### config.mk
export PLATFORM = sky130hd
export DESIGN_NAME = trap_ctrl_flat
export DESIGN_NICKNAME = d
export VERILOG_FILES = /design/src/rtl/trap_ctrl_pkg.sv /design/src/rtl/trap_ctrl_if.sv /design/src/rtl/trap_irq_sel.sv /design/src/rtl/trap_ctrl.sv /design/src/flat_wrapper.sv
export SDC_FILE = /design/constraint.sdc
export NUM_CORES = 1
export LEC_CHECK = 0
export ABC_AREA = 0
export BUFFER_PORTS_ARGS = -buffer_cell sky130_fd_sc_hd__buf_2
export CAP_MARGIN = 0
export CORE_AREA = 2 2 123 125
export DETAILED_ROUTE_END_ITERATION = 8
export DIE_AREA = 0 0 125 127
export PLACE_DENSITY = 0.78
export SKIP_LAST_GASP = 1
export SYNTH_ARGS = -nofsm -noshare
export SYNTH_HDL_FRONTEND = slang
export SYNTH_HIERARCHICAL = 1
export SYNTH_SLANG_ARGS = --single-unit
### constraint.sdc
create_clock -name clk_i -period 2.31 [get_ports clk_i]
set_clock_uncertainty 0.1 [all_clocks]
set_input_delay 0.3465 -clock clk_i [delete_from_list [all_inputs] [get_ports clk_i]]
set_output_delay 0.3465 -clock clk_i [all_outputs]
set_load 0.02 [all_outputs]
### src/rtl/trap_ctrl_pkg.sv
// Shared constants, CSR addresses and FSM encoding for the machine-mode trap sequencer.
package trap_ctrl_pkg;
  localparam int MSTATUS_MIE_BIT  = 3;
  localparam int MSTATUS_MPIE_BIT = 7;
  localparam int MSTATUS_MPP_HI   = 12;
  localparam int MSTATUS_MPP_LO   = 11;

  localparam int IRQ_MSI = 3;
  localparam int IRQ_MTI = 7;
  localparam int IRQ_MEI = 11;

  localparam logic [3:0] EXC_ILLEGAL       = 4'd2;
  localparam logic [3:0] EXC_BREAKPOINT    = 4'd3;
  localparam logic [3:0] EXC_LOAD_MISALIGN = 4'd4;
  localparam logic [3:0] EXC_ECALL_M       = 4'd11;

  localparam logic [11:0] CSR_MSTATUS = 12'h300;
  localparam logic [11:0] CSR_MIE     = 12'h304;
  localparam logic [11:0] CSR_MTVEC   = 12'h305;
  localparam logic [11:0] CSR_MEPC    = 12'h341;
  localparam logic [11:0] CSR_MCAUSE  = 12'h342;
  localparam logic [11:0] CSR_MTVAL   = 12'h343;
  localparam logic [11:0] CSR_MIP     = 12'h344;

  typedef enum logic [2:0] {
    ST_IDLE, ST_W_MEPC, ST_W_MCAUSE, ST_W_MTVAL, ST_W_MSTATUS, ST_M_STATUS, ST_REDIR
  } trap_state_e;

  typedef struct packed {
    logic       intr;
    logic       mret;
    logic [3:0] code;
  } trap_cause_t;
endpackage

### src/rtl/trap_ctrl_if.sv
// WB/CSR-side signal bundle of the trap sequencer; slave = sequencer, master = pipeline/CSR side.
interface trap_ctrl_if #(parameter int DATA_WIDTH = 32, parameter int CSR_ADDR_WIDTH = 12);
  logic                      wb_valid_i;
  logic [DATA_WIDTH-1:0]     wb_pc_i;
  logic                      exc_valid_i;
  logic [3:0]                exc_code_i;
  logic [DATA_WIDTH-1:0]     exc_tval_i;
  logic                      mret_i;
  logic                      irq_sw_i;
  logic                      irq_timer_i;
  logic                      irq_ext_i;
  logic [DATA_WIDTH-1:0]     mstatus_i;
  logic [DATA_WIDTH-1:0]     mie_i;
  logic [DATA_WIDTH-1:0]     mtvec_i;
  logic [DATA_WIDTH-1:0]     mepc_i;
  logic                      kill_wb_o;
  logic                      stall_o;
  logic                      csr_we_o;
  logic [CSR_ADDR_WIDTH-1:0] csr_waddr_o;
  logic [DATA_WIDTH-1:0]     csr_wdata_o;
  logic                      redirect_o;
  logic [DATA_WIDTH-1:0]     redirect_pc_o;
  logic [DATA_WIDTH-1:0]     mip_o;

  modport slave (
    input  wb_valid_i, wb_pc_i, exc_valid_i, exc_code_i, exc_tval_i, mret_i,
           irq_sw_i, irq_timer_i, irq_ext_i, mstatus_i, mie_i, mtvec_i, mepc_i,
    output kill_wb_o, stall_o, csr_we_o, csr_waddr_o, csr_wdata_o,
           redirect_o, redirect_pc_o, mip_o
  );

  modport master (
    output wb_valid_i, wb_pc_i, exc_valid_i, exc_code_i, exc_tval_i, mret_i,
           irq_sw_i, irq_timer_i, irq_ext_i, mstatus_i, mie_i, mtvec_i, mepc_i,
    input  kill_wb_o, stall_o, csr_we_o, csr_waddr_o, csr_wdata_o,
           redirect_o, redirect_pc_o, mip_o
  );
endinterface

### src/rtl/trap_irq_sel.sv
// Interrupt enable/priority picker: MEI > MSI > MTI, gated by a global enable.
module trap_irq_sel
  import trap_ctrl_pkg::*;
(
  input  logic       en_i,
  input  logic       mie_msi_i,
  input  logic       mie_mti_i,
  input  logic       mie_mei_i,
  input  logic       irq_sw_i,
  input  logic       irq_timer_i,
  input  logic       irq_ext_i,
  output logic       irq_take_o,
  output logic [3:0] irq_code_o
);
  logic mei, msi, mti;

  assign mei = en_i & mie_mei_i & irq_ext_i;
  assign msi = en_i & mie_msi_i & irq_sw_i;
  assign mti = en_i & mie_mti_i & irq_timer_i;

  always_comb begin
    irq_take_o = 1'b1;
    irq_code_o = 4'(IRQ_MEI);
    if (mei)      irq_code_o = 4'(IRQ_MEI);
    else if (msi) irq_code_o = 4'(IRQ_MSI);
    else if (mti) irq_code_o = 4'(IRQ_MTI);
    else begin
      irq_take_o = 1'b0;
      irq_code_o = 4'd0;
    end
  end
endmodule

### src/rtl/trap_ctrl.sv
// Machine-mode trap sequencer: kills the WB instruction, serializes mepc/mcause/mtval/mstatus
// writes through the single CSR write port, then issues a one-cycle PC redirect.
module trap_ctrl
  import trap_ctrl_pkg::*;
#(
  parameter int DATA_WIDTH     = 32,
  parameter int CSR_ADDR_WIDTH = 12
)(
  input  logic        clk_i,
  input  logic        rst_ni,
  trap_ctrl_if.slave  bus
);
  localparam int DW = DATA_WIDTH;

  trap_state_e    state_q, state_d;
  trap_cause_t    cause_q, cause_d;
  logic [DW-1:0]  pc_q, pc_d, tval_q, tval_d, mip_q, mip_d;
  logic           irq_take, exc_take, mret_take;
  logic [3:0]     irq_code;
  logic [DW-1:0]  mst_trap, mst_mret, vec_base, vec_off;
  logic           unused_bits;

  assign unused_bits = ^{bus.mie_i, bus.mstatus_i};

  trap_irq_sel u_irq_sel (
    .en_i        (bus.wb_valid_i & bus.mstatus_i[MSTATUS_MIE_BIT]),
    .mie_msi_i   (bus.mie_i[IRQ_MSI]),
    .mie_mti_i   (bus.mie_i[IRQ_MTI]),
    .mie_mei_i   (bus.mie_i[IRQ_MEI]),
    .irq_sw_i    (bus.irq_sw_i),
    .irq_timer_i (bus.irq_timer_i),
    .irq_ext_i   (bus.irq_ext_i),
    .irq_take_o  (irq_take),
    .irq_code_o  (irq_code)
  );

  // Reset gating keeps the combinational kill/stall quiet while rst_ni is held low.
  assign exc_take  = rst_ni & bus.wb_valid_i & bus.exc_valid_i;
  assign mret_take = rst_ni & bus.wb_valid_i & bus.mret_i & ~bus.exc_valid_i;

  always_comb begin
    mst_trap                   = bus.mstatus_i;
    mst_trap[MSTATUS_MPIE_BIT] = bus.mstatus_i[MSTATUS_MIE_BIT];
    mst_trap[MSTATUS_MIE_BIT]  = 1'b0;
    mst_trap[MSTATUS_MPP_HI:MSTATUS_MPP_LO] = 2'b11;
    mst_mret                   = bus.mstatus_i;
    mst_mret[MSTATUS_MIE_BIT]  = bus.mstatus_i[MSTATUS_MPIE_BIT];
    mst_mret[MSTATUS_MPIE_BIT] = 1'b1;
    mst_mret[MSTATUS_MPP_HI:MSTATUS_MPP_LO] = 2'b11;
  end

  // Only vectored mode with an interrupt cause adds an offset; modes 2/3 behave as direct.
  assign vec_base = {bus.mtvec_i[DW-1:2], 2'b00};
  assign vec_off  = (bus.mtvec_i[1:0] == 2'b01 && cause_q.intr) ?
                    {{(DW-6){1'b0}}, cause_q.code, 2'b00} : '0;

  always_comb begin
    mip_d          = '0;
    mip_d[IRQ_MEI] = bus.irq_ext_i;
    mip_d[IRQ_MTI] = bus.irq_timer_i;
    mip_d[IRQ_MSI] = bus.irq_sw_i;
  end

  always_comb begin
    state_d           = state_q;
    cause_d           = cause_q;
    pc_d              = pc_q;
    tval_d            = tval_q;
    bus.kill_wb_o     = 1'b0;
    bus.stall_o       = 1'b0;
    bus.csr_we_o      = 1'b0;
    bus.csr_waddr_o   = '0;
    bus.csr_wdata_o   = '0;
    bus.redirect_o    = 1'b0;
    bus.redirect_pc_o = '0;
    case (state_q)
      ST_IDLE: begin
        if (exc_take) begin
          state_d = ST_W_MEPC;
          cause_d = '{intr: 1'b0, mret: 1'b0, code: bus.exc_code_i};
          pc_d    = bus.wb_pc_i;
          tval_d  = bus.exc_tval_i;
        end else if (mret_take) begin
          state_d = ST_M_STATUS;
          cause_d = '{intr: 1'b0, mret: 1'b1, code: 4'd0};
        end else if (rst_ni && irq_take) begin
          state_d = ST_W_MEPC;
          cause_d = '{intr: 1'b1, mret: 1'b0, code: irq_code};
          pc_d    = bus.wb_pc_i;
          tval_d  = '0;
        end
        bus.kill_wb_o = (state_d != ST_IDLE);
        bus.stall_o   = (state_d != ST_IDLE);
      end
      ST_W_MEPC: begin
        bus.stall_o = 1'b1; bus.csr_we_o = 1'b1;
        bus.csr_waddr_o = CSR_ADDR_WIDTH'(CSR_MEPC);
        bus.csr_wdata_o = pc_q;
        state_d = ST_W_MCAUSE;
      end
      ST_W_MCAUSE: begin
        bus.stall_o = 1'b1; bus.csr_we_o = 1'b1;
        bus.csr_waddr_o = CSR_ADDR_WIDTH'(CSR_MCAUSE);
        bus.csr_wdata_o = {cause_q.intr, {(DW-5){1'b0}}, cause_q.code};
        state_d = ST_W_MTVAL;
      end
      ST_W_MTVAL: begin
        bus.stall_o = 1'b1; bus.csr_we_o = 1'b1;
        bus.csr_waddr_o = CSR_ADDR_WIDTH'(CSR_MTVAL);
        bus.csr_wdata_o = tval_q;
        state_d = ST_W_MSTATUS;
      end
      ST_W_MSTATUS: begin
        bus.stall_o = 1'b1; bus.csr_we_o = 1'b1;
        bus.csr_waddr_o = CSR_ADDR_WIDTH'(CSR_MSTATUS);
        bus.csr_wdata_o = mst_trap;
        state_d = ST_REDIR;
      end
      ST_M_STATUS: begin
        bus.stall_o = 1'b1; bus.csr_we_o = 1'b1;
        bus.csr_waddr_o = CSR_ADDR_WIDTH'(CSR_MSTATUS);
        bus.csr_wdata_o = mst_mret;
        state_d = ST_REDIR;
      end
      ST_REDIR: begin
        bus.stall_o       = 1'b1;
        bus.redirect_o    = 1'b1;
        bus.redirect_pc_o = cause_q.mret ? (bus.mepc_i & ~DW'(3)) : (vec_base + vec_off);
        state_d           = ST_IDLE;
      end
      default: state_d = ST_IDLE;
    endcase
  end

  always_ff @(posedge clk_i or negedge rst_ni) begin
    if (!rst_ni) begin
      state_q <= ST_IDLE;
      cause_q <= '0;
      pc_q    <= '0;
      tval_q  <= '0;
      mip_q   <= '0;
    end else begin
      state_q <= state_d;
      cause_q <= cause_d;
      pc_q    <= pc_d;
      tval_q  <= tval_d;
      mip_q   <= mip_d;
    end
  end

  assign bus.mip_o = mip_q;
endmodule

### src/flat_wrapper.sv
// flat-port wrapper written by rule: the top's interface ports become plain ports
module trap_ctrl_flat import trap_ctrl_pkg::*;
#(
  parameter int DATA_WIDTH     = 32,
  parameter int CSR_ADDR_WIDTH = 12
)
  (clk_i, rst_ni, bus_wb_valid_i, bus_wb_pc_i, bus_exc_valid_i, bus_exc_code_i, bus_exc_tval_i, bus_mret_i, bus_irq_sw_i, bus_irq_timer_i, bus_irq_ext_i, bus_mstatus_i, bus_mie_i, bus_mtvec_i, bus_mepc_i, bus_kill_wb_o, bus_stall_o, bus_csr_we_o, bus_csr_waddr_o, bus_csr_wdata_o, bus_redirect_o, bus_redirect_pc_o, bus_mip_o);
  trap_ctrl_if #(.DATA_WIDTH(DATA_WIDTH), .CSR_ADDR_WIDTH(CSR_ADDR_WIDTH)) bus_i ();
  input  logic clk_i;
  input  logic rst_ni;
  input wire logic [$bits(bus_i.wb_valid_i)-1:0] bus_wb_valid_i;
  input wire logic [$bits(bus_i.wb_pc_i)-1:0] bus_wb_pc_i;
  input wire logic [$bits(bus_i.exc_valid_i)-1:0] bus_exc_valid_i;
  input wire logic [$bits(bus_i.exc_code_i)-1:0] bus_exc_code_i;
  input wire logic [$bits(bus_i.exc_tval_i)-1:0] bus_exc_tval_i;
  input wire logic [$bits(bus_i.mret_i)-1:0] bus_mret_i;
  input wire logic [$bits(bus_i.irq_sw_i)-1:0] bus_irq_sw_i;
  input wire logic [$bits(bus_i.irq_timer_i)-1:0] bus_irq_timer_i;
  input wire logic [$bits(bus_i.irq_ext_i)-1:0] bus_irq_ext_i;
  input wire logic [$bits(bus_i.mstatus_i)-1:0] bus_mstatus_i;
  input wire logic [$bits(bus_i.mie_i)-1:0] bus_mie_i;
  input wire logic [$bits(bus_i.mtvec_i)-1:0] bus_mtvec_i;
  input wire logic [$bits(bus_i.mepc_i)-1:0] bus_mepc_i;
  output wire logic [$bits(bus_i.kill_wb_o)-1:0] bus_kill_wb_o;
  output wire logic [$bits(bus_i.stall_o)-1:0] bus_stall_o;
  output wire logic [$bits(bus_i.csr_we_o)-1:0] bus_csr_we_o;
  output wire logic [$bits(bus_i.csr_waddr_o)-1:0] bus_csr_waddr_o;
  output wire logic [$bits(bus_i.csr_wdata_o)-1:0] bus_csr_wdata_o;
  output wire logic [$bits(bus_i.redirect_o)-1:0] bus_redirect_o;
  output wire logic [$bits(bus_i.redirect_pc_o)-1:0] bus_redirect_pc_o;
  output wire logic [$bits(bus_i.mip_o)-1:0] bus_mip_o;
  assign bus_i.wb_valid_i = bus_wb_valid_i;
  assign bus_i.wb_pc_i = bus_wb_pc_i;
  assign bus_i.exc_valid_i = bus_exc_valid_i;
  assign bus_i.exc_code_i = bus_exc_code_i;
  assign bus_i.exc_tval_i = bus_exc_tval_i;
  assign bus_i.mret_i = bus_mret_i;
  assign bus_i.irq_sw_i = bus_irq_sw_i;
  assign bus_i.irq_timer_i = bus_irq_timer_i;
  assign bus_i.irq_ext_i = bus_irq_ext_i;
  assign bus_i.mstatus_i = bus_mstatus_i;
  assign bus_i.mie_i = bus_mie_i;
  assign bus_i.mtvec_i = bus_mtvec_i;
  assign bus_i.mepc_i = bus_mepc_i;
  assign bus_kill_wb_o = bus_i.kill_wb_o;
  assign bus_stall_o = bus_i.stall_o;
  assign bus_csr_we_o = bus_i.csr_we_o;
  assign bus_csr_waddr_o = bus_i.csr_waddr_o;
  assign bus_csr_wdata_o = bus_i.csr_wdata_o;
  assign bus_redirect_o = bus_i.redirect_o;
  assign bus_redirect_pc_o = bus_i.redirect_pc_o;
  assign bus_mip_o = bus_i.mip_o;
  trap_ctrl #(.DATA_WIDTH(DATA_WIDTH), .CSR_ADDR_WIDTH(CSR_ADDR_WIDTH)) u_core (.clk_i(clk_i), .rst_ni(rst_ni), .bus(bus_i));
endmodule
Word-level counts from Yosys, hierarchy flattened
Cells that the tools add are included.
{"block": "totals", "ramBits": 0, "romBits": 0, "in_bits": 204, "output_inout_bits": 112, "mem_count": 0, "latchBits": 0, "elab_cells": 68, "reg_bits": 76}
{"block": "op_classes", "multipliers": 0, "eq_ne": 8, "shifts": 0, "add_sub_neg": 1, "n_reduce_logical": 11, "muxes": 29, "magnitude_cmp": 0, "bitwise_logic": 12, "div": 0}
{"op": "2-to-1 mux 32 bit", "n": 8}
{"op": "case mux 32 bit (5 select lines)", "n": 1}
{"op": "case mux 10 bit (4 select lines)", "n": 1}
{"op": "adder 32 bit", "n": 1}
{"op": "2-to-1 mux 6 bit", "n": 4}
{"op": "2-to-1 mux 3 bit", "n": 6}
{"op": "case mux 3 bit (5 select lines)", "n": 1}
{"op": "AND 1 bit", "n": 11}
{"op": "== test 3 bit (second input constant)", "n": 3}
{"op": "== test 3 x 2 -> 1 bit (second input constant)", "n": 2}
{"op": "2-to-1 mux 1 bit", "n": 6}
{"op": "nonzero test 3 bit", "n": 2}
{"op": "OR reduction 6 bit", "n": 1}
{"op": "OR reduction 5 bit", "n": 1}
{"op": "2-to-1 mux 4 bit", "n": 1}
{"op": "== test 3 x 1 -> 1 bit (second input constant)", "n": 1}
{"op": "zero test 3 bit", "n": 1}
{"op": "AND reduction 3 bit", "n": 1}
{"op": "== test 2 x 1 -> 1 bit (second input constant)", "n": 1}
{"op": "logical AND 1 bit", "n": 2}
{"op": "!= test 2 x 1 -> 1 bit (second input constant)", "n": 1}
{"op": "case mux 1 bit (2 select lines)", "n": 1}
{"op": "AND reduction 2 bit", "n": 1}
{"op": "nonzero test 2 bit", "n": 1}
{"op": "other kinds (2)", "n": 2}

Depth between registers and ports, before layout
{"block": "depth", "depth_word": 13, "depth_mapped": 9, "mapped_depth_nobuf": 9}

Hierarchy
Netlist, hierarchy kept.
{"mod": "trap_ctrl", "area_per_inst_um2": 5286.3, "seq_area_each_um2": 1901.8, "cells_per_inst": 599, "n_inst": 1}
{"mod": "trap_irq_sel", "area_per_inst_um2": 62.6, "seq_area_each_um2": 0.0, "cells_per_inst": 8, "n_inst": 1}

Least setup slack after synthesis
Ideal clock, no wire load.
{"block": "synth_path", "kind": "reg2out", "from": "reg u_core/cause_q[5] (netlist bit)", "to": "out bus_redirect_pc_o[16]", "path_stages_with_launch": 10, "t_required_ns": 1.864, "path_buffers": 0, "slack_ns": -0.438, "t_arrival_ns": 2.301, "path_cell_list": "dfrtp_1 -> and3b_1 -> and2_1 -> ha_1 -> fa_1 -> a211oi_1 -> nor2_1 -> nand4_1 -> xor2_1 -> a21oi_1"}
{"block": "synth_between", "elab_chain_cells": 5}
{"element": "start, declared", "line_no": "trap_ctrl.sv:16", "source": "trap_cause_t cause_q, cause_d;"}
{"element": "start signal, assigned", "line_no": "trap_ctrl.sv:144", "source": "cause_q <= cause_d;"}
{"element": "logical AND 1 bit", "line_no": "trap_ctrl.sv:54", "source": "assign vec_off = (bus.mtvec_i[1:0] == 2'b01 && cause_q.intr) ?"}
{"element": "2-to-1 mux 6 bit", "line_no": "trap_ctrl.sv:54"}
{"element": "adder 32 bit", "line_no": "trap_ctrl.sv:128", "source": "bus.redirect_pc_o = cause_q.mret ? (bus.mepc_i & ~DW'(3)) : (vec_base + vec_off);"}
{"element": "2-to-1 mux 32 bit", "line_no": "trap_ctrl.sv:128"}
{"element": "2-to-1 mux 32 bit", "line_no": "trap_ctrl.sv:76", "source": "case (state_q)"}
{"element": "end, declared", "line_no": "flat_wrapper.sv:30", "source": "output wire logic [$bits(bus_i.redirect_pc_o)-1:0] bus_redirect_pc_o;"}
Every way passes these cells.

Worst setup path in the final report
{"block": "layout_path", "from": "reg u_core/cause_q[5] (netlist bit)", "to": "out bus_redirect_pc_o[20]"}
Same word-level chain as after synthesis.

==> summary.txt <==
Routing
  • Detail Route Antenna Nets: 0
  • DRC marker count from the first detailed-route iteration: 198
  • DR WL met2: 8560 um
  • Wire length per cell: 16.1 um
  • Drt drc: 0
  • DRT met1 WL: 6580 um
  • Vias post-DR: 5120
  • First drt pass iteration count: 5
  • Routed length on met3: 1220 um
  • Highest routed layer: met4
  • Final wirelength: 16700 um
  • Vias/cell: 4.94

Timing
  • RSZ-0062 raised after global routing: yes
  • Finish-stage setup viols: 29
  • F_max: 0.326 GHz
  • Fin Hold WS: 0.0411 ns
  • Crit share post-route: 133%
  • Final min period: 3.07 ns
  • Final setup margin: -0.757 ns
  • Slew @ Worst Pin: 0.888 ns
  • Max Slew Vio Count: 0
  • Rel. slew slack: 40.8%
  • Final hold vios: 0

Logic synthesis
  • YS warnings: 6
  • #FFs+latches synth: 76
  • Post-Synthesis Cells: 607
  • Seq/Total Area, Yosys: 35.6%
  • Dominant synthesized flop cell: dfrtp_1
  • Top cell type's share of synthesized area: 35.6%
  • Post-synth EDFFs: 0
  • Most frequent cells after synthesis: nand2_1, o21ai_0, dfrtp_1
  • Count of cell types in the netlist: 51
  • Post-synthesis cell area: 0.00535 sq mm
  • Largest cells by area after synthesis: dfrtp_1, mux2_4, o21ai_0
  • Area leader, netlist: dfrtp_1
  • Post-synth ARST share: 100%
  • Mean Syn Cell Area: 8.81 sq um
  • Most numerous cell in the Yosys netlist: nand2_1

Critical path
  • WS Path Type: reg -> out
  • CP max stage cell: dfrtp_1
  • CP Launch Type: flop
  • Crit Path Max Fanout: 4
  • Worst-path cell chain: and3b_2, and2_4, ha_4, fa_2, a211oi_4, or2_4, nor3_2, xnor2_1, a21oi_2, buf_4
  • Crit path capture type: output pin
  • Crit path buffers/inverters: 1
  • Critical Path Max Stage Delay: 0.38 ns
  • Critical Path AT: 2.62 ns
  • Cell family with most CP delay: simple AND/OR/NAND/NOR gates
  • CP Data Required Time: 1.86 ns

Power
  • Internal: 4.50 mW
  • Pwr/cell area: 1050 mW/mm^2
  • Worst vdd ir: 612 uV
  • Combinational Power Share: 54.0%
  • Net switching power: 3.21 mW
  • Clock power share: 18.6%
  • Design Power: 7.71 mW
  • P_leak: 3.66 nW
  • Sequential fraction of design power: 27.4%
  • Switching Share: 41.7%

Status
  • Status: complete, but fails checks
  • Failing checks: setup timing

Floorplanning
  • Chip Height: 127 um
  • IO Count: 316
  • Die span in x: 125 um
  • Die Area: 0.0159 sq mm
  • Row count: 44
  • Initial Util: 37.1%
  • Core area: 0.0144 sq mm

Clock network
  • Clk Latency, worst-skew pair: 0.33 ns
  • CTS clk-pin slew, worst paths: 0.06 ns
  • Number of CTS-inserted buffers: 9
  • Clock root cell: clkbuf_16
  • Max clock buf depth: 2
  • Sinks on Clock Net: 76
  • CTS H-tree depth: 3
  • CTS tree: yes

GRT
  • Initial antenna violation count: 1
  • Vias in the first global route: 5009
  • First-pass GRT wire length: 25400 um
  • Grt ovf: 0
  • GRT Total Usage: 19.9%
  • Largest net degree at the start of global routing: 97

Place
  • Detailed Place HPWL: 12400 um
  • Routability cong.: 0.882
  • Port Buf Inserts: 244
  • Dpl cell area: 0.00679 sq mm

Layout
  • Synth-to-Final Area Change: 36.8%
  • Share of layout cells above drive strength 1: 45.2%
  • Design area: 0.00732 sq mm
  • Final #Nets: 1056

Min path
  • Hold Crit Class: in -> reg

Job
  • Number of max-cap violations: 0
[layout by cell type (no fill, tap or decap), types with 3 or more instances in the layout]
cell,instances
a21oi_1,11
a21oi_2,25
a22oi_1,6
and2_1,5
and3_1,8
and4_1,5
buf_12,6
buf_2,233
buf_4,29
buf_6,5
clkbuf_16,11
conb_1,38
dfrtp_1,75
ha_4,3
inv_1,9
mux2_2,5
mux2_4,32
mux2i_1,26
nand2_1,112
nand3_1,12
nand4_1,10
nand4b_1,3
nor2_1,10
nor2_2,3
nor3_1,4
o21ai_0,85
o21ai_1,8
xnor2_1,6
xor2_1,18
[power by group through the flow]
| stage | Combinational (mW) | Sequential, mW | Clock, mW |
|---|---|---|---|
| finish | 4.17 | 2.11 | 1.43 |
| floorplan | 2.79 | 2.02 | 0 |
| global placement | 3.91 | 2.10 | 0 |
| global route | 4.50 | 2.17 | 1.53 |
| detailed placement | 3.96 | 2.11 | 0 |
| CTS | 4.04 | 2.11 | 1.47 |
[logic make-up (layout without fill, tap and decap cells)]
kind of cell / count (synthesis) / after routing / share of synthesized area, %
AOI/OAI and AO/OA: 151 / 151 / 15.7
xor gates and xnor gates: 27 / 27 / 4.42
adders and majority gates: 5 / 5 / 1.31
buffers and inverters: 95 / 303 / 11.2
DFF: 76 / 76 / 35.6
muxes: 63 / 63 / 14.9
other: 1 / 39 / 0.0701
and+or+nand+nor: 189 / 189 / 16.9
[metrics by stage]
step,setup TNS [ns],setup WS (ns),utilization (%),instances
after CTS,-18.95,-0.766,50.0,1032
after floorplan,-3.10,-0.218,-,644
after detailed placement,-10.87,-0.532,47.1,1013
after global placement,-10.27,-0.506,47.1,1013
final,-18.70,-0.757,50.7,1037
after global routing,-22.16,-0.846,50.7,1037
[worst paths after layout]
| check | startpoint | end | slack [ns] | cells past startpoint |
|---|---|---|---|---|
| max | u_core/cause_q[5] | bus_redirect_pc_o[20] | -0.76 | 10 |
| min | bus_irq_timer_i | u_core/bus.mip_o[7] | 0.04 | 1 |
| max reg2reg | u_core/state_q[1] | u_core/pc_q[10] | 0.32 | 5 |
| min reg2reg | u_core/tval_q[24] | u_core/tval_q[24] | 0.38 | 2 |
| max in group asynchronous | rst_ni | u_core/state_q[1] | 1.29 | 2 |
| min in group asynchronous | rst_ni | u_core/tval_q[30] | 0.21 | 2 |
[area by class of cell]
class | instances | area (sq um)
fill | 1356 | 7110
multi-input combinational | 473 | 3210
sequential | 76 | 1900
timing repair buffer | 276 | 1620
clock buffer | 13 | 260
tap | 184 | 230
clock inverter | 3 | 45.0
inverter | 11 | 41.3
antenna | 1 | 2.50
[worst register-to-register path, stage by stage (launching register included)]
cell     delay, ns
dfrtp_2       0.43
buf_12        0.17
nor3_4        0.35
nand3_4       0.12
buf_12        0.23
mux2_4        0.48
[routing by layer]
layer | up-vias | track usage, %
met2 | 233 | 36.3
li1 | 2487 | -
met5 | - | 0
met1 | 2382 | 23.3
met4 | 0 | 5.88
met3 | 18 | 4.52
[registers in the layout (all words and copies together) (netlist names)]
| signal | flops |
|---|---|
| u_core/pc_q | 32 |
| u_core/tval_q | 32 |
| u_core/cause_q | 6 |
| u_core/bus.mip_o | 3 |
| u_core/state_q | 3 |
[what timing repair did]
item	in CTS	in global routing
setup endpoints to repair	31	36
gates resized for setup	22	8
cloned	0	2
buffers inserted	2	2
hold endpoints to repair	6	0
pin swaps	11	9
hold buffers	1	0
Power figures use the tool's default switching activity.
